**src/rtl/mul32x32_seq_ctrl.sv**
```systemverilog
// Sequencing controller for a 64-bit unsigned 32x32 product built from an external
// combinational 32x8 multiplier, one byte of B per cycle, with optional early exit.
module mul32x32_seq_ctrl #(
  parameter int unsigned EARLY_EXIT = 1
) (
  input  logic        clk,
  input  logic        rst,
  input  logic        in_valid,
  output logic        in_ready,
  input  logic [31:0] in_a,
  input  logic [31:0] in_b,
  output logic        out_valid,
  input  logic        out_ready,
  output logic [63:0] out_p,
  output logic        busy,
  output logic [31:0] mul_a,
  output logic [7:0]  mul_b,
  input  logic [39:0] mul_y
);

  typedef enum logic [1:0] {
    IDLE = 2'd0,
    CALC = 2'd1,
    DONE = 2'd2
  } state_t;

  state_t      state_r;
  logic [31:0] b_r;
  logic [63:0] acc_r;
  logic [63:0] out_p_r;
  logic [1:0]  idx_r;
  logic [31:0] mul_a_r;
  logic [7:0]  mul_b_r;

  logic [63:0] acc_next_s;
  logic [1:0]  idx_next_s;
  logic [31:0] b_rem_s;
  logic [7:0]  next_byte_s;
  logic        last_step_s;

  // Accumulate the shifted partial product and decide whether this is the final step.
  always_comb begin
    acc_next_s  = acc_r + ({24'd0, mul_y} << {idx_r, 3'b000});
    idx_next_s  = idx_r + 2'd1;
    // Bytes of B above the current one; only meaningful while idx_r < 3.
    b_rem_s     = b_r >> {idx_next_s, 3'b000};
    next_byte_s = b_rem_s[7:0];
    if (idx_r == 2'd3) begin
      last_step_s = 1'b1;
    end else if ((EARLY_EXIT != 32'd0) && (b_rem_s == 32'd0)) begin
      last_step_s = 1'b1;
    end else begin
      last_step_s = 1'b0;
    end
  end

  // Control FSM with the multiplier operands and result held in registers.
  always_ff @(posedge clk or posedge rst) begin
    if (rst) begin
      state_r <= IDLE;
      b_r     <= 32'd0;
      acc_r   <= 64'd0;
      out_p_r <= 64'd0;
      idx_r   <= 2'd0;
      mul_a_r <= 32'd0;
      mul_b_r <= 8'd0;
    end else begin
      case (state_r)
        IDLE: begin
          if (in_valid) begin
            b_r     <= in_b;
            acc_r   <= 64'd0;
            idx_r   <= 2'd0;
            mul_a_r <= in_a;
            mul_b_r <= in_b[7:0];
            state_r <= CALC;
          end
        end
        CALC: begin
          acc_r <= acc_next_s;
          if (last_step_s) begin
            out_p_r <= acc_next_s;
            mul_a_r <= 32'd0;
            mul_b_r <= 8'd0;
            state_r <= DONE;
          end else begin
            idx_r   <= idx_next_s;
            mul_b_r <= next_byte_s;
          end
        end
        DONE: begin
          if (out_ready) begin
            state_r <= IDLE;
          end
        end
        default: begin
          state_r <= IDLE;
        end
      endcase
    end
  end

  assign in_ready  = (state_r == IDLE);
  assign out_valid = (state_r == DONE);
  assign busy      = (state_r != IDLE);
  assign out_p     = out_p_r;
  assign mul_a     = mul_a_r;
  assign mul_b     = mul_b_r;

endmodule

```
**config.mk**
```make
export PLATFORM = sky130hd
export DESIGN_NAME = mul32x32_seq_ctrl
export DESIGN_NICKNAME = d
export VERILOG_FILES = /design/src/rtl/mul32x32_seq_ctrl.sv
export SDC_FILE = /design/constraint.sdc
export NUM_CORES = 1
export LEC_CHECK = 0
export ABC_AREA = 0
export ABC_CLOCK_PERIOD_IN_PS = 13130
export CAP_MARGIN = 5
export CORE_UTILIZATION = 40
export CTS_CLUSTER_SIZE = 12
export DETAILED_ROUTE_END_ITERATION = 16
export PLACE_DENSITY_LB_ADDON = 0.08
export SYNTH_ARGS = -nofsm -noshare
export SYNTH_HDL_FRONTEND = slang
export SYNTH_SLANG_ARGS = --single-unit
```
**constraint.sdc**
```tcl
create_clock -name clk -period 13.13 [get_ports clk]
set_clock_uncertainty 0.05 [all_clocks]
set_input_delay 1.313 -clock clk [delete_from_list [all_inputs] [get_ports clk]]
set_output_delay 1.313 -clock clk [all_outputs]
set_load 0.01 [all_outputs]
```
Word-level counts from Yosys, hierarchy flattened
Cells that the tools add are included.
- shift-type cells: 2
- bitwise operators: 0
- divide/modulo/power cells: 0
- muxes and demuxes: 17
- $lt $le $gt $ge: 0
- $mul: 0
- eq/ne operators: 7
- $add $sub $neg: 2
- reductions and logical operators: 10
- operator list (kind ; number):
    $pmux 64 s2 ; 1
    $add 64x64->64 ; 1
    $mux 32 ; 2
    $mux 64 ; 1
    $pmux 32 s2 ; 1
    $shl 40x5->64 ; 1
    $logic_not 32->1 ; 1
    $shr 32x5->32 ; 1
    $mux 8 ; 2
    $pmux 8 s2 ; 1
    $mux 2 ; 5
    $reduce_and 3->1 ; 3
    $ne 2x2->1 const B ; 3
    $pmux 2 s3 ; 1
    $reduce_and 2->1 ; 3
    $eq 2x2->1 const B ; 2
    $pmux 2 s2 ; 1
    $reduce_bool 2->1 ; 2
    $add 2x1->2 const B ; 1
    $eq 2x1->1 const B ; 1
    $logic_not 2->1 ; 1
    $mux 1 ; 2
    $ne 2x1->1 const B ; 1
- RAM bits: 0
- ROM bits: 0
- bits in latches: 0
- register bits after elaboration: 204
- memories kept: 0

Depth between registers and ports, before layout
Gate-level depths: netlist of run 1.
- depth after elaboration: 7
- depth in mapped cells: 17

Worst setup path before layout of run 1
OpenSTA, ideal clock, no wires.
- path type: flip-flop to flip-flop
- from: register idx_r[0]
- to: register out_p_r[63], in the netlist out_p[63]
- buffers on the path: 5
- stages on the path, launching flop included: 17
- slack: 8.353 ns
- period minus slack after synthesis: 4.777 ns
- setup time: 0.126 ns
- data required time: 12.954 ns
- data arrival time: 4.600 ns
- path through: dfrtp_1 clkbuf_1 buf_1 clkbuf_1 clkbuf_1 mux2i_1 o21ai_0 ha_1 clkbuf_1 nand4_1 nor3_1 nand3_1 a21oi_1 o2111ai_1 a2111oi_0 or3_1 nand3_1
- word-level cells in the longest chain between the ends: 6
- elaborated cells between the ends (all ways): 9
- ends and longest elaborated chain (what ; line ; text):
    from (decl) ; 31 ; logic [1:0] idx_r;
    from (signal assigned) ; 87 ; idx_r <= idx_next_s;
    parallel branches: the longest is 6 deep, another holds $add 64x64->64 ; n/a ;
    to (signal assigned) ; 82 ; out_p_r <= acc_next_s;
    to (decl) ; 30 ; logic [63:0] out_p_r;
Several ways; the timed one is not identified.
A chain may end at the register's enable or synchronous reset.

Worst setup path after layout of run 1
- from: register idx_r[0]
- to: register out_p_r[60], in the netlist out_p[60]
The elaborated chain is that of the path after synthesis.

==> results of run 1 <==
[per-layer routing]
metal	share of wire, %	GRT usage (%)
met1	44	37.2
met2	45	43.8
met3	8.2	6.58
met4	2.4	6.85
met5	0.038	0
[sequential cells by signal, indices dropped and copies added, names as in the netlist]
register / cells
state_r: 2
acc_r: 64
idx_r: 2
out_p: 64
mul_a: 32
b_r: 32
mul_b: 8
[final timing paths]
| kind | from | endpoint | slack (ns) | depth (start not counted) |
|---|---|---|---|---|
| min in group asynchronous | rst | mul_b[2] | 1.39 | 2 |
| hold reg to reg | out_p[13] | out_p[13] | 0.42 | 2 |
| max in group asynchronous | rst | idx_r[0] | 10.14 | 3 |
| setup / recovery | idx_r[0] | out_p[60] | 7.88 | 14 |
| setup reg to reg | idx_r[0] | out_p[60] | 7.88 | 14 |
| hold / removal | out_p[13] | out_p[13] | 0.42 | 2 |
[cells by family (layout without fill, tap and decap cells)]
family          count (synthesis)  after routing  synth area share (%)
compound gates                413            413                  21.0
flops                         204            204                  39.6
xor+xnor                       46             46                  3.12
mux                            69             69                  6.39
simple gates                  578            578                  19.6
buf+inv                       123            298                  3.87
fa+ha+maj                      66             66                  6.44
[worst max-delay path, delay by kind of cell, from the launching register on]
family                   cells  cell delay (ns)
flip-flops                   1             0.49
buffers and inverters        3             1.10
AND/OR/NAND/NOR              3             0.97
adder cells (fa/ha/maj)      1             0.34
AO/OA/AOI/OAI                7             2.15
[cell usage in the layout, fill, tap and decap left out, types with 9 or more instances in the layout]
cell             netlist  routed
nand2_1              348     347
clkdlybuf4s50_1        0     214
dfrtp_1              204     202
o21ai_0              111     111
a21oi_1               99      99
nor2_1                67      67
ha_1                  64      64
a22o_1                47      47
mux2i_1               34      34
nand3_1               29      29
a21o_1                28      27
inv_1                 28      27
mux2_2                27      27
nand4_1               26      26
xnor2_1               25      25
clkbuf_16              0      25
xor2_1                21      21
nor2b_1               21      20
nor3_1                18      18
o31ai_1               15      15
or3_1                 15      15
and2_1                13      12
a211oi_1              12      12
buf_4                  3      12
o211ai_1              11      11
and3_1                11      11
a31oi_1               10      10
nor4_1                 9       9
[area by class of cell]
type,instances,area (um2)
clock buffers,37,751
clock inverters,7,91.3
fillers,3027,15500
inverters,28,113
multi-input cells,1172,7320
flip-flops and latches,204,5110
well taps,402,503
repair buffers,226,2230
[power groups by stage]
stage                     clock [mW]  combinational (mW)  sequential, mW
after global routing           0.748                3.27            1.16
after global placement             0                2.96            1.13
after floorplan                    0                1.90            1.14
after detailed placement           0                2.97            1.13
after CTS                      0.727                2.97            1.13
final                          0.709                2.98            1.12
[stage by stage]
step	setup WS, ns	std cells	power [mW]	util, %	hold WS, ns
6_report	7.88	2076	4.81	51.0	0.421
4_1_cts	7.90	2076	4.83	51.0	0.424
3_5_place_dp	7.44	2032	4.10	48.3	0.409
3_3_place_gp	7.42	2032	4.09	48.3	0.403
5_1_grt	7.46	2076	5.18	51.0	0.448
2_1_floorplan	6.20	1499	3.04	-	0.390
==> summary.md, run 1 <==
| Metric | Value |
|---|---|
| Crit path DAT | 5.61 ns |
| Via Count | about 12000 |
| Post-DP HPWL | roughly 33 mm |
| Top cell type's share of synthesized area | between 30% and 40% |
| Final Hold Vio Count | 0 |
| Via/cell ratio | approximately 5.7 |
| WL/cell | about 22 um |
| Mapped Area | ~13000 um2 |
| Post-CTS setup buffers | 0 |
| Worst Tran Pin Value | 1.01 ns |
| Clk pin slew, worst setup/hold paths | 0.06 ns |
| Crit-path max FO | 49 |
| Post-DRT Antenna Nets | 0 |
| Crit-path cells | buf_4 > inv_1 > nor2_1 > a22o_1 > ha_1 > a211oi_1 > o211ai_1 > a41oi_1 > buf_4 > o311ai_0 > o41ai_1 > nor3_1 > a21oi_1 > nand3_1 |
| Worst hold path type | flop to flop |
| Hold-fix buffers, CTS | 0 |
| FP Rows | 65 |
| Root buffer cell | clkbuf_16 |
| Clock Latency Late Sink | about 0.53 ns |
| Worst-case headroom to the max-slew limit | 32.4% |
| Fin. max-slew vios | 0 |
| Effective utilization at floorplan | between 40% and 50% |
| Worst setup EP type | flop |
| Final Cycle Share | 40.0% |
| Maximum VDD drop | between 0.0001 and 0.00015 V |
| Fraction of layout cells with a size suffix above 1 | under 10% |
| Final GP Congestion | between 0.9 and 1 |
| Placed Area | between 15000 and 20000 um2 |
| Number of synthesized flops with an enable pin | 0 |
| #FFs+latches synth | about 200 |
| P_leak | just over 7 nW |
| Synthesized area per cell | between 8 and 9 um2 |
| Cell area power density | a little under 300 nW/um2 |
| Largest cells by area after synthesis | dfrtp_1 40%, nand2_1 10%, ha_1 6.2% |
| Startpoint types | flop |
| Clock power frac | 14.7% |
| Total Neg Setup Slack | 0 ns |
| # DRC | 0 |
| First-pass GRT wire length | roughly 70 mm |
| CTS H-tree depth | 1 |
| Yosys warns | 0 |
| Mapped Cells | roughly 1500 |
| Vias in the first global route | about 12000 |
| Die Height | 182 um |
| Min Clock Period, post-route | roughly 5.2 ns |
| Tot GR Track Use | 27.4% |
| Final Net Count | about 1800 |
| Post-synth ARST share | 100% |
| Largest net degree at the start of global routing | 139 |
| Post-synth top area cell | dfrtp_1 |
| Ports | between 200 and 250 |
| Count leader, synth | nand2_1 |
| Largest stage delay, worst path | about 0.77 ns |
| Crit Path Class | flop to flop |
| Achievable Freq | ~190 MHz |
| WP data required | roughly 13 ns |
| Die ar. | ~33000 um2 |
| Post-synth top flop | dfrtp_1 |
| Max Root-Sink Buffers | 3 |
| Seq pwr share | approximately a quarter |
| Initial antenna violation count | 1 |
| Status | completed |
| Logic pwr share | about three fifths |
| Cell mode on critical path | buf_4 |
| P_sw | about 2.2 mW |
| Fin area | between 15000 and 20000 um2 |
| Port Buffer Count | ~210 |
| Max Cap Violations | 0 |
| CP max-delay cell | nor2_1 |
| Syn nets | between 1500 and 2000 |
| Setup violators final | 0 |
| Routed wire length | ~45 mm |
| Drt initial violations | 912 |
| RSZ-0062 raised after global routing | no |
| Clock Sink Count | around 200 |
| Num CTS Buffers | 24 |
| Diode count | 0 |
| Synth top cells by count | 348 x nand2_1, 204 x dfrtp_1, 111 x o21ai_0 |
| Post-CTS Resized | 0 |
| Int Power | 2.56 mW |
| CTS tree | done |
| Switching Share | 46.7% |
| Placeable Area | ~32000 um2 |
| Global route overflow | 0 |
| 1st-pass router iterations | 5 |
| Area Growth Syn to Fin | 25.0% |
| Width of the die | between 150 and 200 um |
| Seq/Total Area, Yosys | ~40% |
| Library cells used by synthesis | 66 |
(Power assumes the default switching activity.)
==> run 2: changes to the inputs <==
--- a/config.mk
+++ b/config.mk
@@ -6,7 +6,7 @@
 export NUM_CORES = 1
 export LEC_CHECK = 0
 export ABC_AREA = 0
-export ABC_CLOCK_PERIOD_IN_PS = 13130
+export ABC_CLOCK_PERIOD_IN_PS = 4600
 export CAP_MARGIN = 5
 export CORE_UTILIZATION = 40
 export CTS_CLUSTER_SIZE = 12
==> constraint.sdc (replaced) <==
create_clock -name clk -period 4.6 [get_ports clk]
set_clock_uncertainty 0.05 [all_clocks]
set_input_delay 0.46 -clock clk [delete_from_list [all_inputs] [get_ports clk]]
set_output_delay 0.46 -clock clk [all_outputs]
set_load 0.01 [all_outputs]
==> run 2 against run 1 <==
Non-clock buffer count is 29 higher. Final cell count is 1.3% higher. Via count rose by 2.3%. Global-route usage down 0.050 points. Hold slack got worse by 0.043 ns.
==> summary.md, run 2 (synthesis gave the netlist of run 1 again) <==
| Metric | Value |
|---|---|
| Maximum VDD drop | between 0.0004 and 0.0005 V |
| Largest net degree at the start of global routing | approximately 170 |
| Total Neg Setup Slack | 0 ns |
| # DRC | 0 |
| Vias in the first global route | 11893 |
| Final GP Congestion | a little under 1 |
| Achievable Freq | ~230 MHz |
| Logic pwr share | between 60 and 70% |
| RSZ-0062 raised after global routing | no |
| Status | completed |
| Clock Sink Count | 204 |
| Setup violators final | 0 |
| Fraction of layout cells with a size suffix above 1 | slightly below 8% |
| Placeable Area | between 30000 and 40000 um2 |
| Clk pin slew, worst setup/hold paths | 0.06 ns |
| Crit Path Class | flop to flop |
| Fin. max-slew vios | 0 |
| Min Clock Period, post-route | roughly 4.4 ns |
| Final Hold Vio Count | 0 |
| Port Buffer Count | approximately 210 |
| Max Cap Violations | 0 |
| Hold-fix buffers, CTS | 0 |
| Drt initial violations | around 940 |
| P_sw | 6.51 mW |
| Worst setup EP type | flop |
| Startpoint types | flop |
| Worst Tran Pin Value | 0.993 ns |
| WL/cell | between 20 and 25 um |
| Num CTS Buffers | 24 |
| Crit path DAT | about 4.8 ns |
| Final Net Count | 1858 |
| Cell area power density | approximately 850 nW/um2 |
| Crit-path max FO | 37 |
| Fin area | ~16000 um2 |
| Int Power | between 7 and 8 mW |
| Placed Area | ~16000 um2 |
| Tot GR Track Use | around 27% |
| Max Root-Sink Buffers | 3 |
| Diode count | 0 |
| Worst R2R Setup Slack | about 0.20 ns |
| Most common cell after layout, fill and taps aside | nand2_1 |
| Clock Latency Late Sink | approximately 0.55 ns |
| Seq pwr share | a little under a quarter |
| Via/cell ratio | 5.73 |
| Final Cycle Share | roughly 96% |
| Most frequent cells in the layout | 347 x nand2_1, 214 x clkdlybuf4s50_1, 202 x dfrtp_1, 111 x o21ai_0, 98 x a21oi_1 |
| Via Count | approximately 12000 |
| CTS H-tree depth | 1 |
| Die ar. | between 30000 and 40000 um2 |
| FP Rows | 65 |
| CTS tree | done |
| WP data required | 4.98 ns |
| Post-DRT Antenna Nets | 0 |
| Post-CTS setup buffers | 0 |
| Switching Share | a little under half |
| Ports | between 200 and 250 |
| Die Height | approximately 180 um |
| Root buffer cell | clkbuf_16 |
| Worst-case headroom to the max-slew limit | between 30% and 40% |
| First-pass GRT wire length | about 70 mm |
| Global route overflow | 0 |
| Width of the die | around 180 um |
| Clock power frac | between 10% and 20% |
| 1st-pass router iterations | 5 |
| Effective utilization at floorplan | 40.8% |
| Initial antenna violation count | 0 |
| Routed wire length | roughly 45 mm |
| Post-DP HPWL | between 30 and 40 mm |
| Area Growth Syn to Fin | 26.8% |
| Worst hold path type | input port to asynchronous set/reset pin |
| P_leak | around 7.3 nW |
==> run 2: critical path, cell delays in order, from the launching register on <==
cell and delay, ns:
dfrtp_4 0.54, buf_12 0.26, mux2_2 0.39, nor2_1 0.20, a21oi_1 0.11, ha_1 0.41, a21oi_1 0.26, o21ai_0 0.25
a31oi_1 0.35, o21ai_0 0.15, a211oi_1 0.34, buf_4 0.19, a21oi_1 0.08, or3_1 0.39, a32o_1 0.27
==> run 2: repair_timing <==
action	4_1_cts	5_1_grt
pin swaps	0	1
resized for setup	2	5
setup endpoints to repair	4	7
==> run 2: per-stage QoR <==
| step | total power, mW | setup WS, ns | cells | utilization, % | hold slack [ns] |
|---|---|---|---|---|---|
| 6_report | 13.9 | 0.198 | 2102 | 51.7 | 0.378 |
| 3_5_place_dp | 11.9 | -0.286 | 2061 | 49.2 | 0.407 |
| 5_1_grt | 14.9 | 0.0124 | 2102 | 51.7 | 0.391 |
| 3_3_place_gp | 11.9 | -0.298 | 2061 | 49.2 | 0.404 |
| 4_1_cts | 13.9 | 0.0564 | 2102 | 51.6 | 0.367 |
| 2_1_floorplan | 8.69 | 0.0252 | 1499 | - | 0.390 |
==> run 2: path summary, 6_finish.rpt <==
kind,startpoint,to,depth (start not counted)
setup reg to reg,idx_r[0],acc_r[58],14
min in group clk,in_b[30],b_r[30],3
hold reg to reg,b_r[4],b_r[4],2
setup / recovery,idx_r[0],acc_r[58],14
max in group asynchronous,rst,mul_a[8],3
hold / removal,rst,b_r[8],3
==> run 2: final cells by class <==
| type | instances | area [um2] |
|---|---|---|
| clock buffer | 35 | 682 |
| clock inverter | 6 | 85.1 |
| fill | 2963 | 15300 |
| inverter | 28 | 109 |
| multi-input combinational | 1172 | 7350 |
| sequential | 204 | 5110 |
| tap | 402 | 503 |
| timing repair buffer | 255 | 2510 |
==> run 2: power by group through the flow <==
| stage | sequential (mW) | combinational, mW | clock (mW) |
|---|---|---|---|
| 2_1_floorplan | 3.26 | 5.43 | 0 |
| 6_report | 3.26 | 8.72 | 1.89 |
| 4_1_cts | 3.26 | 8.67 | 1.93 |
| 5_1_grt | 3.36 | 9.52 | 2.01 |
| 3_5_place_dp | 3.26 | 8.66 | 0 |
| 3_3_place_gp | 3.26 | 8.65 | 0 |
==> run 2: metal layers <==
metal	wire length, um	track usage (%)
met1	20200	37.4
met2	20000	42.8
met3	3400	5.98
met4	1490	9.12
met5	0	0
